[src/rtl/nbody_pair_sequencer.sv]
// rtl/nbody_pair_sequencer.sv - N-body (i,j) pair issue, drain, update and timestep sequencer (optional NBODY_SEQ_PERF_EN adds perf_cycles)
module nbody_pair_sequencer #(
    parameter int BODIES       = 512,
    parameter int LANES        = 1,
    parameter int ACCL_LATENCY = 125,
    parameter int UPD_LATENCY  = 20,
    parameter int STEP_WIDTH   = 32,
    localparam int BODY_AW     = $clog2(BODIES)
) (
    input  logic                  clk,
    input  logic                  rst_n,
    input  logic                  start,
    input  logic                  abort,
    input  logic [BODY_AW:0]      num_bodies,
    input  logic [STEP_WIDTH-1:0] num_steps,
    input  logic                  done_ack,
    output logic                  busy,
    output logic                  done,
    output logic                  pair_valid,
    output logic [BODY_AW-1:0]    i_base,
    output logic [BODY_AW-1:0]    j_addr,
    output logic [LANES-1:0]      lane_mask,
    output logic [LANES-1:0]      self_mask,
    output logic                  acc_valid,
    output logic                  acc_first,
    output logic                  acc_last,
    output logic [BODY_AW-1:0]    acc_i_base,
    output logic [LANES-1:0]      acc_lane_mask,
    output logic                  upd_rd_valid,
    output logic [BODY_AW-1:0]    upd_rd_addr,
    output logic                  upd_wr_en,
    output logic [BODY_AW-1:0]    upd_wr_addr,
    output logic [STEP_WIDTH-1:0] step_count
`ifdef NBODY_SEQ_PERF_EN
    ,
    output logic [31:0]           perf_cycles
`endif
);

    localparam logic [BODY_AW:0] BODIES_W = (BODY_AW+1)'(BODIES);
    localparam logic [BODY_AW:0] LANES_W  = (BODY_AW+1)'(LANES);
    localparam int ACC_W = 3 + BODY_AW + LANES;
    localparam int UPD_W = 1 + BODY_AW;

    typedef enum logic [2:0] {
        S_IDLE, S_ACCEL, S_DRAIN_A, S_UPDATE, S_DRAIN_U, S_DONE
    } state_t;

    state_t                state, state_nxt;
    logic [BODY_AW:0]      nb_q;
    logic [STEP_WIDTH-1:0] steps_q;
    logic [31:0]           drain_cnt;
    logic [BODY_AW:0]      nb_clamped;
    logic                  start_ok, abort_ok;
    logic                  j_last, grp_last, upd_last, drain_a_last, drain_u_last, run_last;

    assign nb_clamped   = (num_bodies > BODIES_W) ? BODIES_W : num_bodies;
    assign start_ok     = start && (state == S_IDLE || state == S_DONE);
    assign abort_ok     = abort && busy;
    assign j_last       = ({1'b0, j_addr} == nb_q - (BODY_AW+1)'(1));
    assign grp_last     = ({1'b0, i_base} + LANES_W) >= nb_q;
    assign upd_last     = ({1'b0, upd_rd_addr} == nb_q - (BODY_AW+1)'(1));
    assign drain_a_last = (drain_cnt == 32'(ACCL_LATENCY - 1));
    assign drain_u_last = (drain_cnt == 32'(UPD_LATENCY - 1));
    assign run_last     = (step_count + STEP_WIDTH'(1)) == steps_q;

    always_comb begin
        state_nxt    = state;
        busy         = 1'b0;
        done         = 1'b0;
        pair_valid   = 1'b0;
        upd_rd_valid = 1'b0;
        case (state)
            S_IDLE, S_DONE: begin
                done = (state == S_DONE);
                if (start_ok)
                    state_nxt = (nb_clamped < (BODY_AW+1)'(2) || num_steps == '0) ? S_DONE : S_ACCEL;
                else if (state == S_DONE && done_ack)
                    state_nxt = S_IDLE;
            end
            S_ACCEL: begin
                busy       = 1'b1;
                pair_valid = 1'b1;
                if (j_last && grp_last) state_nxt = S_DRAIN_A;
            end
            S_DRAIN_A: begin
                busy = 1'b1;
                if (drain_a_last) state_nxt = S_UPDATE;
            end
            S_UPDATE: begin
                busy         = 1'b1;
                upd_rd_valid = 1'b1;
                if (upd_last) state_nxt = S_DRAIN_U;
            end
            S_DRAIN_U: begin
                busy = 1'b1;
                if (drain_u_last) state_nxt = run_last ? S_DONE : S_ACCEL;
            end
            default: state_nxt = S_IDLE;
        endcase
        if (abort_ok) state_nxt = S_IDLE;
    end

    always_ff @(posedge clk) begin
        if (!rst_n) begin
            state       <= S_IDLE;
            nb_q        <= '0;
            steps_q     <= '0;
            step_count  <= '0;
            i_base      <= '0;
            j_addr      <= '0;
            upd_rd_addr <= '0;
            drain_cnt   <= '0;
        end else begin
            state <= state_nxt;
            if (state_nxt != state)
                drain_cnt <= '0;
            else if (state == S_DRAIN_A || state == S_DRAIN_U)
                drain_cnt <= drain_cnt + 32'd1;

            if (start_ok) begin
                nb_q       <= nb_clamped;
                steps_q    <= num_steps;
                step_count <= '0;
                i_base     <= '0;
                j_addr     <= '0;
            end else if (!abort_ok) begin
                case (state)
                    S_ACCEL: begin
                        if (j_last) begin
                            j_addr <= '0;
                            if (!grp_last) i_base <= i_base + BODY_AW'(LANES);
                        end else begin
                            j_addr <= j_addr + BODY_AW'(1);
                        end
                    end
                    S_DRAIN_A: if (drain_a_last) upd_rd_addr <= '0;
                    S_UPDATE:  if (!upd_last) upd_rd_addr <= upd_rd_addr + BODY_AW'(1);
                    S_DRAIN_U: begin
                        if (drain_u_last) begin
                            step_count <= step_count + STEP_WIDTH'(1);
                            i_base     <= '0;
                            j_addr     <= '0;
                        end
                    end
                    default: ;
                endcase
            end
        end
    end

    // Lane k covers body i_base+k; widened by one bit so the last group cannot alias.
    for (genvar k = 0; k < LANES; k++) begin : g_lane
        logic [BODY_AW:0] lane_ix;
        assign lane_ix      = {1'b0, i_base} + (BODY_AW+1)'(k);
        assign lane_mask[k] = pair_valid && (lane_ix < nb_q);
        assign self_mask[k] = pair_valid && (lane_ix == {1'b0, j_addr});
    end

    logic [ACC_W-1:0] acc_line [ACCL_LATENCY];
    logic [UPD_W-1:0] upd_line [UPD_LATENCY];
    logic [ACC_W-1:0] acc_in;
    logic [UPD_W-1:0] upd_in;

    assign acc_in = {pair_valid, pair_valid && (j_addr == '0), pair_valid && j_last,
                     pair_valid ? i_base : '0, lane_mask};
    assign upd_in = {upd_rd_valid, upd_rd_valid ? upd_rd_addr : '0};

    // Flushing on abort keeps stale strobes from reaching the datapath after cancel.
    always_ff @(posedge clk) begin
        if (!rst_n || abort_ok) begin
            for (int k = 0; k < ACCL_LATENCY; k++) acc_line[k] <= '0;
            for (int k = 0; k < UPD_LATENCY; k++)  upd_line[k] <= '0;
        end else begin
            acc_line[0] <= acc_in;
            upd_line[0] <= upd_in;
            for (int k = 1; k < ACCL_LATENCY; k++) acc_line[k] <= acc_line[k-1];
            for (int k = 1; k < UPD_LATENCY; k++)  upd_line[k] <= upd_line[k-1];
        end
    end

    assign {acc_valid, acc_first, acc_last, acc_i_base, acc_lane_mask} = acc_line[ACCL_LATENCY-1];
    assign {upd_wr_en, upd_wr_addr} = upd_line[UPD_LATENCY-1];

`ifdef NBODY_SEQ_PERF_EN
    logic [31:0] perf_q;
    always_ff @(posedge clk) begin
        if (!rst_n)
            perf_q <= '0;
        else if (start_ok)
            perf_q <= '0;
        else if (busy && perf_q != 32'hFFFF_FFFF)
            perf_q <= perf_q + 32'd1;
    end
    assign perf_cycles = perf_q;
`endif

endmodule

[config.mk]
export PLATFORM = sky130hd
export DESIGN_NAME = nbody_pair_sequencer
export DESIGN_NICKNAME = d
export VERILOG_FILES = /design/src/rtl/nbody_pair_sequencer.sv
export SDC_FILE = /design/constraint.sdc
export NUM_CORES = 2
export LEC_CHECK = 0
export CELL_PAD_IN_SITES_DETAIL_PLACEMENT = 1
export CELL_PAD_IN_SITES_GLOBAL_PLACEMENT = 1
export CORE_MARGIN = 2
export CORE_UTILIZATION = 37
export DETAILED_ROUTE_END_ITERATION = 8
export PLACE_DENSITY = 0.59
export SYNTH_ARGS = -nofsm -noshare
export SYNTH_HDL_FRONTEND = slang
export SYNTH_SLANG_ARGS = --single-unit
[constraint.sdc]
create_clock -name clk -period 9.9 [get_ports clk]
set_input_delay 0.99 -clock clk [delete_from_list [all_inputs] [get_ports clk]]
set_output_delay 0.99 -clock clk [all_outputs]
set_load 0.01 [all_outputs]
==> impl_metrics.yaml <==
status:
  status: "complete, no violations"
layout:
  drive_gt1_frac: 0.0760
  final_nets: 5144
  multi_input_area_sq_um: 17200
  final_area_sq_um: 67300
  seq_area_sq_um: 39300
  fill_cells: 16500
  area_growth_pct: 15.2
  antenna_cells: 0
  fin_cells: 7293
worst_setup_path:
  startpoint_type: "flip-flop"
  reg2reg_from: "i_base[2]"
  crit_start: "i_base[1]"
  cp.required_ns: 8.91
  arrival_ns: 3.77
  ff2ff_setup_slack_ns: 5.63
  worst-path-stages: 10
  path_delay_family: "compound AO/OA/AOI/OAI gates"
  end_kind: "output pin"
  endpoint: "lane_mask"
  cpMostUsedCell: "o21a_1"
  crit_fanout: 7
  critical_path_buf_inv_count: 1
  cpPeakStageDelay_ns: 0.61
  rr_endpoint: "i_base[0]"
  path_class: "flip-flop to output pin"
  crit_slowest_cell: "clkdlybuf4s50_1"
  rr_worst_depth: 11
  cp_cell_sequence: "ha_1, nor2b_1, o21a_1, o21a_1, o21a_1, o21a_1, o21a_1, o2111a_1, nor3_1, clkdlybuf4s50_1"
power:
  totalPowerFinal_uw: 16200
  power_leakage_uw: 0.0328
  worst_ir_drop_vdd_v: 0.000167
  power.density_nw_per_um2: 240
placement:
  placed_cells: 6926
  portBuffers: 134
  gp_congestion: 0.779
  dpl.hpwl_mm: 53.3
  dpl_cell_area_sq_um: 60800
route:
  drt-initial-drc-count: 2323
  post_drt_wl_per_cell_microns: 14.4
  dr.pass1.iters: 7
  wirelength_mm: 105
  ant_nets: 0
  route.detailed.drc: 0
  route.vias.total: 35000
  avgViaCountPerCell: 4.80
synth:
  syn_inst: 5194
  synth_top_area_cell: "dfxtp_1"
  synth_common_cells: "1961 x dfxtp_1, 1829 x and3_1, 458 x clkbuf_1, 185 x nand2_1, 89 x nor2_1"
  yosysWarningCount: 0
  ys.flop_type: "dfxtp_1"
  synth_area_sq_um: 58400
  yosysMostFrequentCell: "dfxtp_1"
  synthTopCellsByArea: "dfxtp_1 67%, and3_1 20%, clkbuf_1 2.9%"
  syn_nets: 5268
  synth_seq_area_share: 0.672
  async_flop_share: 0
  synth.top_cell.area_share: 0.672
  synth_edf_count: 0
  ys_types: 77
  yosys_register_bits: 1961
  syn_avg_cell_area_sq_um: 11.2
timing:
  hold_viol_final: 0
  maxSlewHeadroom: 0.211
  post-route-period-util: 0.481
  rsz0062_at_grt: "no"
  drv_slew: 0
  fmax_ghz: 0.210
  period_needed_ns: 4.76
  setup_tns_ns: 0
  worstMarginPinSlew_ns: 1.18
  skew_ns: 0.0268
  setup_viol: 0
floorplan:
  core-area_sq_um: 157000
  rows: 145
  start_util: 0.373
  dieArea_sq_um: 161000
  die_h_microns: 401
  io_pins: 135
  die_w_microns: 401
cts:
  cts_root_buf: "clkbuf_16"
  clockBufferDepth: 3
  clkTransAtPathRegs_ns: 0.06
  cts_resized: 0
  cts_buffers: 200
  ctsHoldBuffers: 0
  post_cts.repair.setup_buffers: 0
  clock_sinks: 1961
  htreeDepth: 4
  cts_tree: "built"
  clk_latency_ns: 0.79
global_routing:
  first_global_vias: 34300
  grt.total_usage: 0.128
  antenna_found_initial: 3
  grt-ovfl-total: 0
  grt_max_degree: 326
  grt_pass1_wl_mm: 177
min_path:
  hold_path_class: "flip-flop to flip-flop"
job:
  drv_cap: 0
[metrics by stage]
step                      utilization  setup WS, ns  hold WS [ns]
after CTS                       0.430          5.02         0.443
final                           0.430          5.14         0.445
after global placement          0.388          5.46         0.439
after floorplan                     -          6.64         0.437
after global routing            0.430          4.94         0.461
after detailed placement        0.388          5.42         0.444
[final cells by class]
cell class,instances,area share
clock buffer,300,0.0877
clock inverter,67,0.00968
multi-input combinational,2717,0.255
timing repair buffer,160,0.0244
tap,2058,0.0382
inverter,30,0.00167
sequential,1961,0.583
[worst min-delay path by stage]
| stage | slack, ns | from | cells past startpoint | to |
|---|---|---|---|---|
| 2_1_floorplan | 0.44 | acc_line[0][0] | 1 | acc_line[0][13] |
| 6_report | 0.45 | acc_line[17][4] | 1 | acc_line[17][17] |
| 3_3_place_gp | 0.44 | acc_line[0][32] | 1 | acc_line[0][45] |
| 3_5_place_dp | 0.44 | acc_line[26][10] | 1 | acc_line[26][23] |
| 4_1_cts | 0.44 | acc_line[24][41] | 1 | acc_line[25][2] |
| 5_1_grt | 0.46 | acc_line[0][30] | 1 | acc_line[0][43] |
[sequential cells by signal, summed over array words and instances, names as in the netlist]
| name | flops |
|---|---|
| acc_line | 1625 |
| drain_cnt | 32 |
| i_base | 9 |
| j_addr | 9 |
| nb_q | 10 |
| state | 3 |
| step_count | 32 |
| steps_q | 32 |
| upd_line | 200 |
| upd_rd_addr | 9 |
[routing by layer]
metal | vias to the layer above | track usage | part of all wire
met5 | - | 0 | 0.00012
met3 | 208 | 0.0324 | 0.043
met1 | 16900 | 0.174 | 0.50
met4 | 2 | 0.0428 | 0.024
met2 | 389 | 0.199 | 0.43
li1 | 17500 | - | -
[cell usage in the layout, fill, tap and decap left out, types with 8 or more instances in the layout]
| cell type | n |
|---|---|
| clkbuf_8 | 48 |
| a21oi_1 | 29 |
| or3_1 | 22 |
| inv_1 | 29 |
| nor4_1 | 36 |
| and3_1 | 1829 |
| clkinv_2 | 40 |
| ha_1 | 27 |
| xnor2_1 | 80 |
| buf_4 | 18 |
| buf_12 | 8 |
| nor2b_1 | 11 |
| clkbuf_1 | 50 |
| and2_1 | 8 |
| nor3_1 | 26 |
| nand4_1 | 39 |
| clkdlybuf4s50_1 | 133 |
| nor3_2 | 31 |
| clkbuf_16 | 202 |
| o21ai_0 | 48 |
| nor2_1 | 89 |
| nand2_1 | 184 |
| dfxtp_1 | 1961 |
| nand3_1 | 33 |
| a21boi_0 | 35 |
| inv_6 | 8 |
| xor2_1 | 61 |
[power by group]
part / switching, uW / internal (uW) / total (uW)
Sequential: 34.5 / 7920 / 7950
Clock: 3030 / 4280 / 7310
Combinational: 752 / 172 / 924
Total: 3810 / 12400 / 16200
[kinds of logic (layout without fill, tap and decap cells)]
logic type | Yosys count | after routing | synth area share
and+or+nand+nor | 2360 | 2360 | 0.243
DFF | 1961 | 1961 | 0.672
buffers and inverters | 516 | 557 | 0.0344
AOI/OAI and AO/OA | 183 | 183 | 0.0217
xor gates and xnor gates | 144 | 144 | 0.0223
adders and majority gates | 27 | 27 | 0.00578
muxes | 3 | 3 | 0.000535
(Power assumes the default switching activity.)
